===== src/rtl/uart_rx_packet_ctrl.sv =====
// uart_rx_packet_ctrl: turns the UART receiver byte stream into framed command packets.
// Frame: SYNC CMD LEN payload[LEN] CHK. Optional stats outputs: define PKT_STATS_EN.
module uart_rx_packet_ctrl #(
    parameter logic [7:0] SYNC_BYTE    = 8'hA5,
    parameter int         MAX_LEN      = 4,
    parameter int         TIMEOUT_CLKS = 5400
) (
    input  logic        clock,
    input  logic        reset_n,
    input  logic        rx_received,
    input  logic [7:0]  rx_data,
    output logic        pkt_valid,
    input  logic        pkt_ready,
    output logic [7:0]  pkt_cmd,
    output logic [2:0]  pkt_len,
    output logic [31:0] pkt_payload,
    output logic        err_checksum,
    output logic        err_length,
    output logic        err_timeout,
    output logic        err_overrun,
    output logic        busy
`ifdef PKT_STATS_EN
    ,
    output logic [15:0] good_count,
    output logic [15:0] err_count
`endif
);

    localparam int CW = $clog2(TIMEOUT_CLKS);

    localparam logic [2:0] S_IDLE = 3'd0;
    localparam logic [2:0] S_CMD  = 3'd1;
    localparam logic [2:0] S_LEN  = 3'd2;
    localparam logic [2:0] S_DATA = 3'd3;
    localparam logic [2:0] S_CHK  = 3'd4;
    localparam logic [2:0] S_HOLD = 3'd5;

    logic [2:0]    state_q, state_d;
    logic [2:0]    sync_q;
    logic          byte_stb;
    logic [CW-1:0] cnt_q, cnt_d;
    logic [7:0]    cmd_q, cmd_d;
    logic [7:0]    acc_q, acc_d;
    logic [2:0]    len_q, len_d;
    logic [1:0]    idx_q, idx_d;
    logic [31:0]   pay_q, pay_d;
    logic          valid_q, valid_d;
    logic [7:0]    ocmd_q, ocmd_d;
    logic [2:0]    olen_q, olen_d;
    logic [31:0]   opay_q, opay_d;
    logic          echk_q, echk_d;
    logic          elen_q, elen_d;
    logic          eto_q, eto_d;
    logic          eovr_q, eovr_d;
    logic          in_frame;

    // Strobe on the synchronized rising edge of the receiver done level
    assign byte_stb = sync_q[1] & ~sync_q[2];
    assign in_frame = (state_q != S_IDLE) && (state_q != S_HOLD);

    // Frame sequencing, checksum accumulation and timeout supervision
    always_comb begin
        state_d = state_q;
        cmd_d   = cmd_q;
        acc_d   = acc_q;
        len_d   = len_q;
        idx_d   = idx_q;
        pay_d   = pay_q;
        valid_d = valid_q;
        ocmd_d  = ocmd_q;
        olen_d  = olen_q;
        opay_d  = opay_q;
        echk_d  = 1'b0;
        elen_d  = 1'b0;
        eto_d   = 1'b0;
        eovr_d  = 1'b0;
        cnt_d   = in_frame ? cnt_q + CW'(1) : '0;
        if (byte_stb) cnt_d = '0;
        case (state_q)
            S_IDLE: begin
                if (byte_stb && rx_data == SYNC_BYTE) begin
                    state_d = S_CMD;
                    pay_d   = '0;
                    len_d   = '0;
                    idx_d   = '0;
                end
            end
            S_CMD: begin
                if (byte_stb) begin
                    cmd_d   = rx_data;
                    acc_d   = rx_data;
                    state_d = S_LEN;
                end
            end
            S_LEN: begin
                if (byte_stb) begin
                    if (rx_data > 8'(MAX_LEN)) begin
                        elen_d  = 1'b1;
                        state_d = S_IDLE;
                    end else begin
                        acc_d = acc_q ^ rx_data;
                        len_d = rx_data[2:0];
                        idx_d = '0;
                        state_d = (rx_data == 8'd0) ? S_CHK : S_DATA;
                    end
                end
            end
            S_DATA: begin
                if (byte_stb) begin
                    pay_d[{idx_q, 3'b000} +: 8] = rx_data;
                    acc_d = acc_q ^ rx_data;
                    idx_d = idx_q + 2'd1;
                    if ({1'b0, idx_q} == len_q - 3'd1) state_d = S_CHK;
                end
            end
            S_CHK: begin
                if (byte_stb) begin
                    if (rx_data == acc_q) begin
                        ocmd_d  = cmd_q;
                        olen_d  = len_q;
                        opay_d  = pay_q;
                        valid_d = 1'b1;
                        state_d = S_HOLD;
                    end else begin
                        echk_d  = 1'b1;
                        state_d = S_IDLE;
                    end
                end
            end
            S_HOLD: begin
                if (byte_stb) eovr_d = 1'b1;
                if (valid_q && pkt_ready) begin
                    valid_d = 1'b0;
                    state_d = S_IDLE;
                end
            end
            default: state_d = S_IDLE;
        endcase
        if (in_frame && !byte_stb && cnt_q == CW'(TIMEOUT_CLKS - 2)) begin
            eto_d   = 1'b1;
            state_d = S_IDLE;
            cnt_d   = '0;
        end
    end

    // State, datapath and error pulse registers
    always_ff @(posedge clock or negedge reset_n) begin
        if (!reset_n) begin
            state_q <= S_IDLE;
            sync_q  <= '0;
            cnt_q   <= '0;
            cmd_q   <= '0;
            acc_q   <= '0;
            len_q   <= '0;
            idx_q   <= '0;
            pay_q   <= '0;
            valid_q <= 1'b0;
            ocmd_q  <= '0;
            olen_q  <= '0;
            opay_q  <= '0;
            echk_q  <= 1'b0;
            elen_q  <= 1'b0;
            eto_q   <= 1'b0;
            eovr_q  <= 1'b0;
        end else begin
            state_q <= state_d;
            sync_q  <= {sync_q[1:0], rx_received};
            cnt_q   <= cnt_d;
            cmd_q   <= cmd_d;
            acc_q   <= acc_d;
            len_q   <= len_d;
            idx_q   <= idx_d;
            pay_q   <= pay_d;
            valid_q <= valid_d;
            ocmd_q  <= ocmd_d;
            olen_q  <= olen_d;
            opay_q  <= opay_d;
            echk_q  <= echk_d;
            elen_q  <= elen_d;
            eto_q   <= eto_d;
            eovr_q  <= eovr_d;
        end
    end

    assign pkt_valid    = valid_q;
    assign pkt_cmd      = ocmd_q;
    assign pkt_len      = olen_q;
    assign pkt_payload  = opay_q;
    assign err_checksum = echk_q;
    assign err_length   = elen_q;
    assign err_timeout  = eto_q;
    assign err_overrun  = eovr_q;
    assign busy         = (state_q != S_IDLE);

`ifdef PKT_STATS_EN
    logic [15:0] good_q, errc_q;

    // Saturating counts of accepted packets and error events
    always_ff @(posedge clock or negedge reset_n) begin
        if (!reset_n) begin
            good_q <= '0;
            errc_q <= '0;
        end else begin
            if (valid_q && pkt_ready && good_q != 16'hFFFF)
                good_q <= good_q + 16'd1;
            if ((echk_d | elen_d | eto_d | eovr_d) && errc_q != 16'hFFFF)
                errc_q <= errc_q + 16'd1;
        end
    end

    assign good_count = good_q;
    assign err_count  = errc_q;
`endif

endmodule


===== config.mk =====
export PLATFORM = sky130hd
export DESIGN_NAME = uart_rx_packet_ctrl
export DESIGN_NICKNAME = d
export VERILOG_FILES = /design/src/rtl/uart_rx_packet_ctrl.sv
export SDC_FILE = /design/constraint.sdc
export NUM_CORES = 1
export LEC_CHECK = 0
export CAP_MARGIN = 20
export CORE_ASPECT_RATIO = 1.1
export CORE_MARGIN = 2
export CORE_UTILIZATION = 25
export DETAILED_ROUTE_END_ITERATION = 16
export SYNTH_ARGS = -nofsm -noshare
export SYNTH_HDL_FRONTEND = slang
export SYNTH_SLANG_ARGS = --single-unit

===== constraint.sdc =====
create_clock -name clock -period 3.9 [get_ports clock]
set_input_delay 0.585 -clock clock [delete_from_list [all_inputs] [get_ports clock]]
set_output_delay 0.585 -clock clock [all_outputs]
set_load 0.005 [all_outputs]

# Word-level counts from Yosys, hierarchy flattened
# Cells that the tools add are included.
# W data, S select, Z words.
[totals]
register_bits = 120
latchBits = 0
ram_bits = 0
rom_bits = 0
elab_cells = 119
mem_count = 0
[op_classes]
add_sub_neg = 4
mul = 0
n_div = 0
magnitude_cmp = 1
n_eq_ne = 25
shifts = 2
muxes = 46
n_bitwise = 3
reduce_logical = 22
[op_table]
columns = ["op", "n"]
rows = [
  ["$mux W32", 2],
  ["$pmux W32 S2", 1],
  ["$mux W3", 14],
  ["$mux W13", 3],
  ["$bwmux W32", 1],
  ["$mux W8", 4],
  ["$shift A8 B7 Y32 const A", 1],
  ["$shiftx A8 B7 Y32", 1],
  ["$ne A3 B3 Y1 const B", 8],
  ["$pmux W8 S3", 1],
  ["$pmux W3 S6", 1],
  ["$ne A2 B2 Y1 const B", 8],
  ["$add A13 B1 Y13 const B", 1],
  ["$eq A13 B13 Y1 const B", 1],
  ["$mux W1", 12],
  ["$reduce_and A5 Y1", 2],
  ["$reduce_bool A3 Y1", 3],
  ["$eq A8 B8 Y1", 1],
  ["$eq A8 B8 Y1 const B", 1],
  ["$gt A8 B3 Y1 const B", 1],
  ["$logic_not A8 Y1", 1],
  ["$mux W2", 4],
  ["$reduce_and A4 Y1", 2],
  ["$xor A8 B8 Y8", 1],
  ["19 further kinds", 28],
]

# Logic depth before layout (Yosys ltp)
# Gate-level depths: netlist of run 1.
[depth]
word_depth = 7
ltp_mapped = 7
mapped_depth_nobuf = 7

# Least setup slack after synthesis of run 1
# No wires, ideal clock.
[synth_path]
kind = "input-to-reg"
from = "in rx_data[7]"
to = "reg ocmd_q[0], in the netlist pkt_cmd[0]"
setup_ns = 0.125
arrival_ns = 2.206
required_ns = 3.775
setup_slack_ns = 1.569
stages = 6
path_buffers = 2
path_cell_list = "clkbuf_1 -> xnor2_1 -> nand4_1 -> nor4_4 -> buf_4 -> mux2_2"
[synth_via]
elab_chain_len = 2
[synth_lines]
columns = ["item", "line_no", "source"]
rows = [
  ["from (decl)", "11", "input logic [7:0] rx_data,"],
  ["$eq A8 B8 Y1", "118", "if (rx_data == acc_q) begin"],
  ["$reduce_and A3 Y1 (no source line)", "--", ""],
  ["to (signal assigned)", "175", "ocmd_q <= ocmd_d;"],
  ["to (decl)", "48", "logic [7:0] ocmd_q, ocmd_d;"],
]
# No other way between the ends.
# A chain may end at the register's enable or synchronous reset.

# Worst setup path in the final report of run 1
[layout_path]
from = "in rx_data[1]"
to = "reg pay_q[26]"
[layout_via]
elab_chain_len = 4
elab_cells_between_ends = 8
[layout_lines]
columns = ["item", "line_no", "source"]
rows = [
  ["$shiftx A8 B7 Y32 / $eq A8 B8 Y1 (equally long branches)", "110, 81", ""],
  ["$bwmux W32 / $logic_and A1 B1 Y1 (equally long branches)", "110, 81", ""],
  ["$mux W32 / $ne A2 B2 Y1 (equally long branches)", "--", ""],
  ["$pmux W32 S2 / $reduce_and A3 Y1 (equally long branches)", "--", ""],
  ["to (signal assigned)", "173", "pay_q <= pay_d;"],
  ["to (decl)", "46", "logic [31:0] pay_q, pay_d;"],
]
# Parallel ways exist; a longest one is shown, timed or not. The select of a mux whose other input is x is not followed.

==> results of run 1 <==
-- routing by layer --
metal  track usage  up-vias
met3        0.0380       15
met5             0        -
li1              -     1812
met4        0.0438        2
met1         0.155     1798
met2         0.187       95
-- layout make-up --
cell class / count / area [µm²]
fill: 2088 / 13800
clock buffer: 20 / 457
clock inverter: 12 / 166
inverter: 9 / 33.8
multi-input combinational: 322 / 2170
timing repair buffer: 74 / 716
sequential: 120 / 3000
tap: 285 / 357
-- state kept, by name, summed over array words and instances, names as in the netlist --
signal and flops:
err_length 1, acc_q 8, len_q 3, cmd_q 8, pay_q 32, pkt_valid 1, cnt_q 13, state_q 3
err_overrun 1, pkt_len 3, pkt_payload 32, err_timeout 1, idx_q 2, pkt_cmd 8, sync_q 3, err_checksum 1
-- cell usage in the layout, fill, tap and decap left out, types with 5 or more instances in the layout --
cell and n:
sky130_fd_sc_hd__xor2_1 11, sky130_fd_sc_hd__inv_1 9, sky130_fd_sc_hd__xnor2_1 12, sky130_fd_sc_hd__nand3_1 6, sky130_fd_sc_hd__ha_1 7, sky130_fd_sc_hd__buf_4 14, sky130_fd_sc_hd__a21o_1 8, sky130_fd_sc_hd__mux2_2 48
sky130_fd_sc_hd__clkbuf_16 17, sky130_fd_sc_hd__and4_1 5, sky130_fd_sc_hd__clkdlybuf4s50_1 59, sky130_fd_sc_hd__a31oi_1 10, sky130_fd_sc_hd__nor2_1 21, sky130_fd_sc_hd__nand4_1 8, sky130_fd_sc_hd__nand2_1 81, sky130_fd_sc_hd__dfrtp_1 120
sky130_fd_sc_hd__o21ai_0 46
-- worst paths after layout --
check / slack [ns] / start / endpoint / cells past startpoint
max: 1.17 / rx_data[1] / pay_q[26] / 6
max in group asynchronous: 2.84 / reset_n / pay_q[19] / 2
min: 0.27 / reset_n / cnt_q[7] / 1
min reg2reg: 0.35 / sync_q[0] / sync_q[1] / 0
max reg2reg: 1.34 / state_q[2] / acc_q[5] / 5
min in group clock: 0.35 / sync_q[0] / sync_q[1] / 0
-- kinds of logic (layout without fill, tap and decap cells) --
| group | count (synthesis) | after routing | synth area share |
|---|---|---|---|
| multiplexers | 54 | 54 | 0.114 |
| XOR/XNOR | 23 | 23 | 0.0378 |
| adder cells (fa/ha/maj) | 7 | 7 | 0.0165 |
| AND/OR/NAND/NOR | 155 | 155 | 0.143 |
| flip-flops | 120 | 120 | 0.564 |
| buffers and inverters | 32 | 115 | 0.0289 |
| AO/OA/AOI/OAI | 83 | 83 | 0.0959 |
-- worst max-delay path: cells and delay by family --
family                 cells  cell delay [ns]
AO/OA/AOI/OAI              3             0.81
AND/OR/NAND/NOR            2             0.88
buffers and inverters      1             0.70
-- power breakdown --
part / switching [W] / total, W / internal [W]
combinational: 0.000299 / 0.000519 / 0.000220
clock: 0.000582 / 0.00163 / 0.00105
sequential: 0.000112 / 0.00146 / 0.00135
-- metrics by stage --
| step | total power (W) | area (µm²) | hold WS [ns] | std cells |
|---|---|---|---|---|
| after floorplan | 0.00182 | 5320 | 0.289 | 474 |
| final | 0.00361 | 6900 | 0.268 | 842 |
| after CTS | 0.00365 | 6890 | 0.304 | 841 |
| after detailed placement | 0.00200 | 6270 | 0.338 | 809 |
| after global routing | 0.00381 | 6900 | 0.346 | 842 |
| after global placement | 0.00200 | 6270 | 0.336 | 809 |
==> impl_metrics.prom, run 1 <==
# TYPE chip_impl_metric gauge
chip_impl_metric{name="avgRoutedWirePerCell",unit="µm"} 14.9
chip_impl_info{name="slowest_stage",value="sky130_fd_sc_hd__clkdlybuf4s50_1"} 1
chip_impl_info{name="synth_most_common_cell",value="sky130_fd_sc_hd__dfrtp_1"} 1
chip_impl_metric{name="met3WireLength",unit="µm"} 732
chip_impl_metric{name="clk_pin_slew_worst_paths",unit="ns"} 0.06
chip_impl_metric{name="first_pass_iters",unit=""} 4
chip_impl_metric{name="vdd_ir_drop_max",unit="µV"} 283
chip_impl_metric{name="detailed_place_hpwl",unit="mm"} 8.42
chip_impl_metric{name="io_buffer_count",unit=""} 60
chip_impl_metric{name="timing.critical_path.slowest_cell_delay",unit="ns"} 0.70
chip_impl_metric{name="wire_length_of_the_first_global_routing_pass",unit="mm"} 20.4
chip_impl_metric{name="post_cts_buffers",unit=""} 0
chip_impl_metric{name="setup_total_negative_slack",unit="ns"} 0
chip_impl_metric{name="max_h_tree_level",unit=""} 4
chip_impl_metric{name="dieArea",unit="µm²"} 22500
chip_impl_metric{name="die_width",unit="µm"} 143
chip_impl_metric{name="number_of_hold_buffers_added_after_cts",unit=""} 0
chip_impl_info{name="startpoint_type",value="input port"} 1
chip_impl_info{name="synth.area.top_cells",value="sky130_fd_sc_hd__dfrtp_1, sky130_fd_sc_hd__mux2_2, sky130_fd_sc_hd__nand2_1"} 1
chip_impl_metric{name="cts-buffers-inserted",unit=""} 17
chip_impl_metric{name="route.layer.met1.wl",unit="mm"} 5.73
chip_impl_info{name="synth_flop_cell",value="sky130_fd_sc_hd__dfrtp_1"} 1
chip_impl_info{name="hold_path_class",value="input port to asynchronous set/reset pin"} 1
chip_impl_metric{name="critPathMaxFanout",unit=""} 16
chip_impl_metric{name="grt_max_degree",unit=""} 65
chip_impl_metric{name="place_ws",unit="ns"} 0.666
chip_impl_metric{name="insertedDiodeCount",unit=""} 0
chip_impl_info{name="rsz0062_at_grt",value="false"} 1
chip_impl_metric{name="maxSlewHeadroom",unit=""} 0.368
chip_impl_metric{name="synth-edff-count",unit=""} 0
chip_impl_info{name="cp_cell_sequence",value="clkdlybuf4s50_1, or4_4, o31ai_4, o211ai_1, nand2_1, o21ai_0"} 1
chip_impl_metric{name="max_freq",unit="MHz"} 366
chip_impl_metric{name="cell_area_after_technology_mapping",unit="µm²"} 5320
chip_impl_metric{name="period_share",unit=""} 0.701
chip_impl_metric{name="post-route-drc-count",unit=""} 0
chip_impl_metric{name="max_slew.worst_pin.slew",unit="ns"} 0.944
chip_impl_metric{name="antenna_violations_before_repair",unit=""} 1
chip_impl_metric{name="yosysSeqAreaShare",unit=""} 0.564
chip_impl_metric{name="pwr_density_cell",unit="nW/µm²"} 523
chip_impl_metric{name="routed_via_density",unit=""} 4.42
chip_impl_info{name="post_synth_most_frequent_cells",value="sky130_fd_sc_hd__dfrtp_1, sky130_fd_sc_hd__nand2_1, sky130_fd_sc_hd__mux2_2, sky130_fd_sc_hd__o21ai_0, sky130_fd_sc_hd__nor2_1"} 1
chip_impl_metric{name="place_congestion",unit=""} 0.850
chip_impl_metric{name="slew_violations",unit=""} 0
chip_impl_metric{name="power.leakage",unit="nW"} 3.01
chip_impl_metric{name="core_area",unit="µm²"} 20700
chip_impl_metric{name="async_reset_ff_frac",unit=""} 1.00
chip_impl_metric{name="cts_resized",unit=""} 0
chip_impl_metric{name="postLayoutSetupSlackWorst",unit="ns"} 1.17
chip_impl_metric{name="first_global_vias",unit=""} 3635
chip_impl_metric{name="finish.utilization",unit=""} 0.333
chip_impl_metric{name="clockBufferDepth",unit=""} 2
chip_impl_metric{name="insertion_delay",unit="ns"} 0.42
chip_impl_metric{name="max_cap_viol_count",unit=""} 0
chip_impl_metric{name="route.vias.total",unit=""} 3722
chip_impl_metric{name="setup_viol",unit=""} 0
chip_impl_info{name="synth.largest_area_cell",value="sky130_fd_sc_hd__dfrtp_1"} 1
chip_impl_metric{name="syn_avg_cell_area",unit="µm²"} 11.2
chip_impl_metric{name="synth.distinct_cells",unit=""} 50
chip_impl_metric{name="synth_largest_type_area_fraction",unit=""} 0.564
chip_impl_metric{name="finalHoldViolCount",unit=""} 0
chip_impl_metric{name="skew",unit="ns"} 0.00720
chip_impl_metric{name="core.rowCount",unit=""} 55
chip_impl_metric{name="drive_above_1_share",unit=""} 0.176
chip_impl_metric{name="design.portCount",unit=""} 61
chip_impl_metric{name="cp_data_required_time",unit="ns"} 4.15
chip_impl_info{name="cp-end-kind",value="register"} 1
chip_impl_metric{name="worstPathArrival",unit="ns"} 2.99
chip_impl_info{name="cts_tree",value="yes"} 1
chip_impl_metric{name="finalNetCount",unit=""} 563
chip_impl_info{name="setup.worst_path.class",value="input port to register"} 1
chip_impl_metric{name="grtUsageTotal",unit=""} 0.119
chip_impl_metric{name="layout-area-overhead-vs-synth",unit="%"} 29.6
chip_impl_metric{name="synthesis.instances",unit=""} 474
chip_impl_metric{name="fp.dieH",unit="µm"} 157
chip_impl_metric{name="antenna_left",unit=""} 0
chip_impl_metric{name="initialDrtViolationCount",unit=""} 157
chip_impl_metric{name="fin_crit",unit="ns"} 2.73
chip_impl_metric{name="synth.yosys.warnings",unit=""} 0
chip_impl_metric{name="postRouteWirelength",unit="mm"} 12.5
chip_impl_metric{name="detail_route_met2_wl",unit="mm"} 5.84
chip_impl_metric{name="remaining_overflow_grt",unit=""} 0
chip_impl_metric{name="effective_utilization_at_floorplan",unit=""} 0.257
chip_impl_info{name="root_buffer",value="sky130_fd_sc_hd__clkbuf_16"} 1
chip_impl_metric{name="synthesis.nets",unit=""} 493
chip_impl_info{name="top_signal_layer_used",value="met5"} 1
chip_impl_info{name="outcome",value="complete, no violations"} 1
chip_impl_metric{name="clock_sink_count",unit=""} 120
chip_impl_metric{name="synth_seq_cells",unit=""} 120
Note: power is estimated with default switching activity, not from simulation.
==> inputs of run 2 (changes only) <==
==> constraint.sdc (replaced) <==
create_clock -name clock -period 2.47 [get_ports clock]
set_input_delay 0.3705 -clock clock [delete_from_list [all_inputs] [get_ports clock]]
set_output_delay 0.3705 -clock clock [all_outputs]
set_load 0.005 [all_outputs]
==> impl_metrics.prom, run 2 (synthesis gave the netlist of run 1 again) <==
# TYPE chip_impl_metric gauge
chip_impl_info{name="rsz0062_at_grt",value="false"} 1
chip_impl_metric{name="postRouteWirelength",unit="mm"} 12.5
chip_impl_metric{name="setup_total_negative_slack",unit="ns"} 0
chip_impl_metric{name="detailed_place_hpwl",unit="mm"} 8.86
chip_impl_metric{name="period_share",unit=""} 0.932
chip_impl_metric{name="wire_length_of_the_first_global_routing_pass",unit="mm"} 20.3
chip_impl_info{name="setup.worst_path.class",value="register to output port"} 1
chip_impl_metric{name="design.portCount",unit=""} 61
chip_impl_metric{name="sequentialPowerShare",unit=""} 0.407
chip_impl_metric{name="cp_data_required_time",unit="ns"} 2.10
chip_impl_info{name="cp-end-kind",value="output port"} 1
chip_impl_info{name="worstReg2RegEnd",value="pkt_payload[15]"} 1
chip_impl_metric{name="finish.utilization",unit=""} 0.342
chip_impl_metric{name="fin_crit",unit="ns"} 2.30
chip_impl_metric{name="die_width",unit="µm"} 143
chip_impl_metric{name="max_h_tree_level",unit=""} 4
chip_impl_metric{name="core_area",unit="µm²"} 20700
chip_impl_info{name="final_common_cell",value="sky130_fd_sc_hd__dfrtp_1"} 1
chip_impl_metric{name="timing.critical_path.slowest_cell_delay",unit="ns"} 0.59
chip_impl_metric{name="clock_sink_count",unit=""} 120
chip_impl_metric{name="core.rowCount",unit=""} 55
chip_impl_metric{name="setup_viol",unit=""} 0
chip_impl_metric{name="power.switching_fraction",unit=""} 0.262
chip_impl_info{name="startpoint_type",value="register"} 1
chip_impl_info{name="cp_cell_sequence",value="inv_1, nand2_1, clkdlybuf4s50_1"} 1
chip_impl_metric{name="final.hold.worst_slack",unit="ns"} 0.347
chip_impl_info{name="cts_tree",value="yes"} 1
chip_impl_metric{name="grtUsageTotal",unit=""} 0.118
chip_impl_metric{name="finalNetCount",unit=""} 587
chip_impl_metric{name="skew",unit="ns"} 0.00697
chip_impl_metric{name="layout-area-overhead-vs-synth",unit="%"} 32.9
chip_impl_metric{name="remaining_overflow_grt",unit=""} 0
chip_impl_metric{name="power.leakage",unit="nW"} 3.13
chip_impl_metric{name="r2r_cells",unit=""} 5
chip_impl_info{name="hold_path_class",value="register to register"} 1
chip_impl_metric{name="initialDrtViolationCount",unit=""} 245
chip_impl_metric{name="routed_via_density",unit=""} 4.36
chip_impl_metric{name="effective_utilization_at_floorplan",unit=""} 0.257
chip_impl_info{name="final_cell_mix",value="sky130_fd_sc_hd__dfrtp_1, sky130_fd_sc_hd__nand2_1, sky130_fd_sc_hd__clkdlybuf4s50_1"} 1
chip_impl_metric{name="clockBufferDepth",unit=""} 2
chip_impl_metric{name="max_freq",unit="MHz"} 434
chip_impl_metric{name="insertion_delay",unit="ns"} 0.41
chip_impl_metric{name="route.vias.total",unit=""} 3764
chip_impl_metric{name="worstPathArrival",unit="ns"} 1.93
chip_impl_metric{name="setup.reg_to_reg.worst_slack",unit="ns"} 0.45
chip_impl_metric{name="max_slew.worst_pin.slew",unit="ns"} 0.610
chip_impl_metric{name="combPwrFrac",unit=""} 0.153
chip_impl_info{name="root_buffer",value="sky130_fd_sc_hd__clkbuf_16"} 1
chip_impl_metric{name="clk_pin_slew_worst_paths",unit="ns"} 0.05
chip_impl_metric{name="intPower",unit="W"} 0.00419
chip_impl_metric{name="critPathMaxFanout",unit=""} 13
chip_impl_metric{name="slew_violations",unit=""} 0
chip_impl_metric{name="pwr_density_cell",unit="nW/µm²"} 802
chip_impl_metric{name="post-route-drc-count",unit=""} 0
chip_impl_metric{name="post_cts_buffers",unit=""} 0
chip_impl_metric{name="maxSlewHeadroom",unit=""} 0.594
chip_impl_metric{name="max_cap_viol_count",unit=""} 0
chip_impl_metric{name="grt_max_degree",unit=""} 46
chip_impl_metric{name="insertedDiodeCount",unit=""} 0
chip_impl_metric{name="dieArea",unit="µm²"} 22500
chip_impl_metric{name="worstSetupPathDepth",unit=""} 3
chip_impl_metric{name="io_buffer_count",unit=""} 60
chip_impl_info{name="slowest_stage",value="sky130_fd_sc_hd__dfrtp_1"} 1
chip_impl_info{name="crit_path_start",value="state_q[2]"} 1
chip_impl_metric{name="first_pass_iters",unit=""} 4
chip_impl_info{name="path_delay_family",value="buffers and inverters"} 1
chip_impl_info{name="crit-reg2reg-launch",value="state_q[1]"} 1
chip_impl_metric{name="clockPowerShare",unit=""} 0.440
chip_impl_metric{name="vdd_ir_drop_max",unit="µV"} 532
chip_impl_info{name="outcome",value="complete, no violations"} 1
chip_impl_metric{name="place_congestion",unit=""} 0.830
chip_impl_metric{name="finalHoldViolCount",unit=""} 0
chip_impl_metric{name="antenna_violations_before_repair",unit=""} 0
chip_impl_metric{name="antenna_left",unit=""} 0
chip_impl_metric{name="cts-buffers-inserted",unit=""} 17
chip_impl_metric{name="drive_above_1_share",unit=""} 0.207
chip_impl_metric{name="critical_path.n_buffers_inverters",unit=""} 2
chip_impl_metric{name="switching_power_summed_over_all_nets",unit="W"} 0.00149
chip_impl_info{name="timing.critical_path.to",value="busy"} 1
chip_impl_metric{name="first_global_vias",unit=""} 3819
chip_impl_metric{name="fp.dieH",unit="µm"} 157
chip_impl_metric{name="avgRoutedWirePerCell",unit="µm"} 14.4
run 2: changes by cell type in the layout (fill, tap and decap cells not counted), sizes merged:
cell,before,now
clkbuf,20,22
clkinvlp,2,0
buf,15,38
dlygate4sd3,0,1
inv,12,10
run 2: how the worst min path moves through the flow:
| stage | slack [ns] | start | cells past startpoint | to |
|---|---|---|---|---|
| 2_1_floorplan | 0.07 | reset_n | 0 | acc_q[0] |
| 3_3_place_gp | 0.34 | sync_q[0] | 0 | sync_q[1] |
| 3_5_place_dp | 0.34 | sync_q[0] | 0 | sync_q[1] |
| 4_1_cts | 0.35 | sync_q[0] | 0 | sync_q[1] |
| 5_1_grt | 0.36 | sync_q[0] | 0 | sync_q[1] |
| 6_report | 0.35 | sync_q[0] | 0 | sync_q[1] |
run 2: per-layer routing:
layer	wire length, µm	vias up	track usage
met1	5700	1834	0.150
li1	-	1854	-
met5	0	-	0
met4	116	0	0.0354
met2	6030	67	0.192
met3	615	9	0.0402
run 2: worst reg2reg max path: cells and delay by family, from the launching register on:
| family | cells | cell delay, ns |
|---|---|---|
| multiplexers | 1 | 0.37 |
| AND/OR/NAND/NOR | 3 | 0.71 |
| flip-flops | 1 | 0.51 |
| buffers and inverters | 1 | 0.32 |
run 2: layout make-up:
type / instances / area (µm²)
clock buffers: 22 / 484
clock inverters: 8 / 119
fillers: 2087 / 13600
inverters: 9 / 33.8
multi-input cells: 322 / 2170
flip-flops and latches: 120 / 3000
well taps: 285 / 357
repair buffers: 98 / 911
run 2: metrics by stage:
step,setup WS [ns],instances,instance area (µm²),power [W]
6_report,0.168,864,7070,0.00568
5_1_grt,0.0554,864,7070,0.00598
4_1_cts,0.117,864,7070,0.00575
3_5_place_dp,-0.0317,833,6460,0.00322
3_3_place_gp,-0.0464,833,6460,0.00321
2_1_floorplan,0.354,474,5320,0.00288
run 2: repair_timing:
action                                  in CTS  in global routing
resized for setup                            0                  1
hold endpoints to repair                    42                  0
hold buffers                                 1                  0
endpoints found under the setup margin       0                  1
run 2: power groups by stage:
stage               registers [W]  clock network, W  logic [W]
floorplan                 0.00225                 0   0.000629
detailed placement        0.00234                 0   0.000875
finish                    0.00231           0.00250   0.000869
global placement          0.00234                 0   0.000868
global route              0.00234           0.00267   0.000971
CTS                       0.00231           0.00256   0.000881
==> inputs of run 3 (changes only) <==
--- a/config.mk
+++ b/config.mk
@@ -7,7 +7,6 @@
 export LEC_CHECK = 0
 export CAP_MARGIN = 20
 export CORE_ASPECT_RATIO = 1.1
-export CORE_MARGIN = 2
 export CORE_UTILIZATION = 25
 export DETAILED_ROUTE_END_ITERATION = 16
 export SYNTH_ARGS = -nofsm -noshare
==> constraint.sdc (replaced) <==
create_clock -name clock -period 2 [get_ports clock]
set_input_delay 0.3 -clock clock [delete_from_list [all_inputs] [get_ports clock]]
set_output_delay 0.3 -clock clock [all_outputs]
set_load 0.005 [all_outputs]
==> impl_metrics.prom, run 3 (synthesis gave the netlist of run 1 again) <==
# TYPE chip_impl_metric gauge
chip_impl_metric{name="layout-area-overhead-vs-synth",unit="%"} 35.8
chip_impl_metric{name="max_cap_viol_count",unit=""} 0
chip_impl_metric{name="setup_viol",unit=""} 0
chip_impl_info{name="final_cell_mix",value="sky130_fd_sc_hd__dfrtp_1, sky130_fd_sc_hd__nand2_1, sky130_fd_sc_hd__buf_4"} 1
chip_impl_metric{name="fp.dieH",unit="µm"} 155
chip_impl_info{name="setup.worst_path.class",value="register to register"} 1
chip_impl_metric{name="max_freq",unit="MHz"} 517
chip_impl_metric{name="first_global_vias",unit=""} 3976
chip_impl_metric{name="fillers",unit=""} 2062
chip_impl_metric{name="cp_data_required_time",unit="ns"} 2.30
chip_impl_metric{name="max_slew.worst_pin.slew",unit="ns"} 0.468
chip_impl_metric{name="slew_violations",unit=""} 0
chip_impl_metric{name="finalHoldViolCount",unit=""} 0
chip_impl_metric{name="first_pass_iters",unit=""} 5
chip_impl_info{name="root_buffer",value="sky130_fd_sc_hd__clkbuf_16"} 1
chip_impl_metric{name="core.rowCount",unit=""} 55
chip_impl_metric{name="grt_max_degree",unit=""} 48
chip_impl_metric{name="grtUsageTotal",unit=""} 0.129
chip_impl_info{name="hold_path_class",value="input port to register"} 1
chip_impl_info{name="startpoint_type",value="register"} 1
chip_impl_metric{name="vdd_ir_drop_max",unit="µV"} 689
chip_impl_metric{name="clockBufferDepth",unit=""} 2
chip_impl_metric{name="worstPathArrival",unit="ns"} 2.23
chip_impl_metric{name="die_width",unit="µm"} 141
chip_impl_metric{name="stdcell_area",unit="µm²"} 7230
chip_impl_metric{name="critPathMaxFanout",unit=""} 8
chip_impl_metric{name="detailed_place_hpwl",unit="mm"} 9.18
chip_impl_metric{name="place_congestion",unit=""} 0.824
chip_impl_metric{name="max_h_tree_level",unit=""} 4
chip_impl_metric{name="insertedDiodeCount",unit=""} 0
chip_impl_info{name="final_common_cell",value="sky130_fd_sc_hd__dfrtp_1"} 1
chip_impl_info{name="cts_tree",value="yes"} 1
chip_impl_metric{name="finalNetCount",unit=""} 612
chip_impl_metric{name="setup.reg_to_reg.worst_slack",unit="ns"} 0.07
chip_impl_metric{name="route.vias.total",unit=""} 3914
chip_impl_metric{name="antenna_violations_before_repair",unit=""} 0
chip_impl_metric{name="pwr_density_cell",unit="nW/µm²"} 949
chip_impl_metric{name="effective_utilization_at_floorplan",unit=""} 0.257
chip_impl_metric{name="maxSlewHeadroom",unit=""} 0.688
chip_impl_info{name="outcome",value="complete, no violations"} 1
chip_impl_metric{name="core_area",unit="µm²"} 20700
chip_impl_metric{name="initialDrtViolationCount",unit=""} 302
chip_impl_metric{name="avgRoutedWirePerCell",unit="µm"} 14.8
chip_impl_metric{name="clock_sink_count",unit=""} 120
chip_impl_metric{name="power.leakage",unit="nW"} 3.24
chip_impl_metric{name="total_power",unit="W"} 0.00686
chip_impl_metric{name="skew",unit="ns"} 0.00763
chip_impl_metric{name="drive_above_1_share",unit=""} 0.243
chip_impl_metric{name="insertion_delay",unit="ns"} 0.42
chip_impl_metric{name="post-route-drc-count",unit=""} 0
chip_impl_metric{name="antenna_left",unit=""} 0
chip_impl_metric{name="fin_crit",unit="ns"} 1.93
chip_impl_metric{name="remaining_overflow_grt",unit=""} 0
chip_impl_metric{name="finish.utilization",unit=""} 0.349
chip_impl_info{name="cp-end-kind",value="register"} 1
chip_impl_metric{name="final.hold.worst_slack",unit="ns"} 0.318
chip_impl_metric{name="detailed_place.area",unit="µm²"} 6620
chip_impl_metric{name="period_share",unit=""} 0.966
chip_impl_metric{name="dieArea",unit="µm²"} 21900
chip_impl_metric{name="cts-buffers-inserted",unit=""} 17
chip_impl_metric{name="postRouteWirelength",unit="mm"} 13.2
chip_impl_metric{name="io_buffer_count",unit=""} 60
chip_impl_metric{name="clk_pin_slew_worst_paths",unit="ns"} 0.06
chip_impl_metric{name="wire_length_of_the_first_global_routing_pass",unit="mm"} 21.6
chip_impl_metric{name="design.portCount",unit=""} 61
chip_impl_metric{name="routed_via_density",unit=""} 4.40
==> run 3: changes by cell type in the layout (fill, tap and decap cells not counted), sizes merged <==
| cell | change |
|---|---|
| buf | +24 |
| clkinvlp | +6 |
| clkbuf | -3 |
| dlymetal6s2s | +4 |
| clkdlybuf4s50 | -4 |
| bufinv | -3 |
| inv | +3 |
| clkinv | -1 |
==> run 3: repair_timing <==
| action | 4_1_cts | 5_1_grt |
|---|---|---|
| hold buffers | 1 | 0 |
| endpoints found under the setup margin | 14 | 45 |
| resized for setup | 0 | 11 |
| buffers inserted | 1 | 3 |
| pin swaps | 0 | 2 |
| endpoints found under the hold margin | 31 | 0 |
| cloned | 0 | 1 |
==> run 3: final timing paths <==
path | start | end | cells after the start
setup / recovery | acc_q[0] | pkt_payload[26] | 6
setup reg to reg | acc_q[0] | pkt_payload[26] | 6
hold reg to reg | sync_q[0] | sync_q[1] | 0
max in group asynchronous | reset_n | pay_q[8] | 3
min in group asynchronous | reset_n | sync_q[0] | 2
hold / removal | rx_received | sync_q[0] | 1
==> run 3: routing by layer <==
metal	routed length (µm)	share of wire	track usage	vias to the layer above
met4	136	0.010	0.0471	0
met2	6350	0.48	0.206	76
met5	0	0	0	-
li1	-	-	-	1911
met1	6070	0.46	0.166	1914
met3	624	0.047	0.0366	13
==> run 3: final cells by class <==
class / instances / area (µm²) / share of cell area
inverter: 9 / 33.8 / 0.00467
clock inverter: 13 / 98.8 / 0.0137
tap: 285 / 357 / 0.0493
sequential: 120 / 3000 / 0.416
multi-input combinational: 322 / 2170 / 0.301
timing repair buffer: 123 / 1130 / 0.157
clock buffer: 18 / 429 / 0.0594
==> run 3: per-stage QoR <==
stage | setup WS, ns | setup TNS, ns | instances
floorplan | 0.00706 | 0 | 474
detailed placement | -0.388 | -29.40 | 853
global route | -0.0122 | -0.0832 | 890
CTS | -0.0151 | -0.0783 | 886
global placement | -0.386 | -27.24 | 853
finish | 0.0676 | 0 | 890
==> run 3: power breakdown <==
group / switching (W) / total (W) / internal, W
Sequential: 0.000148 / 0.00278 / 0.00263
Combinational: 0.000746 / 0.00135 / 0.000600
Clock: 0.00116 / 0.00274 / 0.00158
Total: 0.00205 / 0.00686 / 0.00481
==> run 3: worst max-delay path, cell delays in order (launching register included) <==
cell	delay (ns)
sky130_fd_sc_hd__dfrtp_1	0.41
sky130_fd_sc_hd__xnor2_1	0.15
sky130_fd_sc_hd__nand4_1	0.19
sky130_fd_sc_hd__nor4_4	0.33
sky130_fd_sc_hd__buf_4	0.17
sky130_fd_sc_hd__clkbuf_4	0.22
sky130_fd_sc_hd__mux2_2	0.35
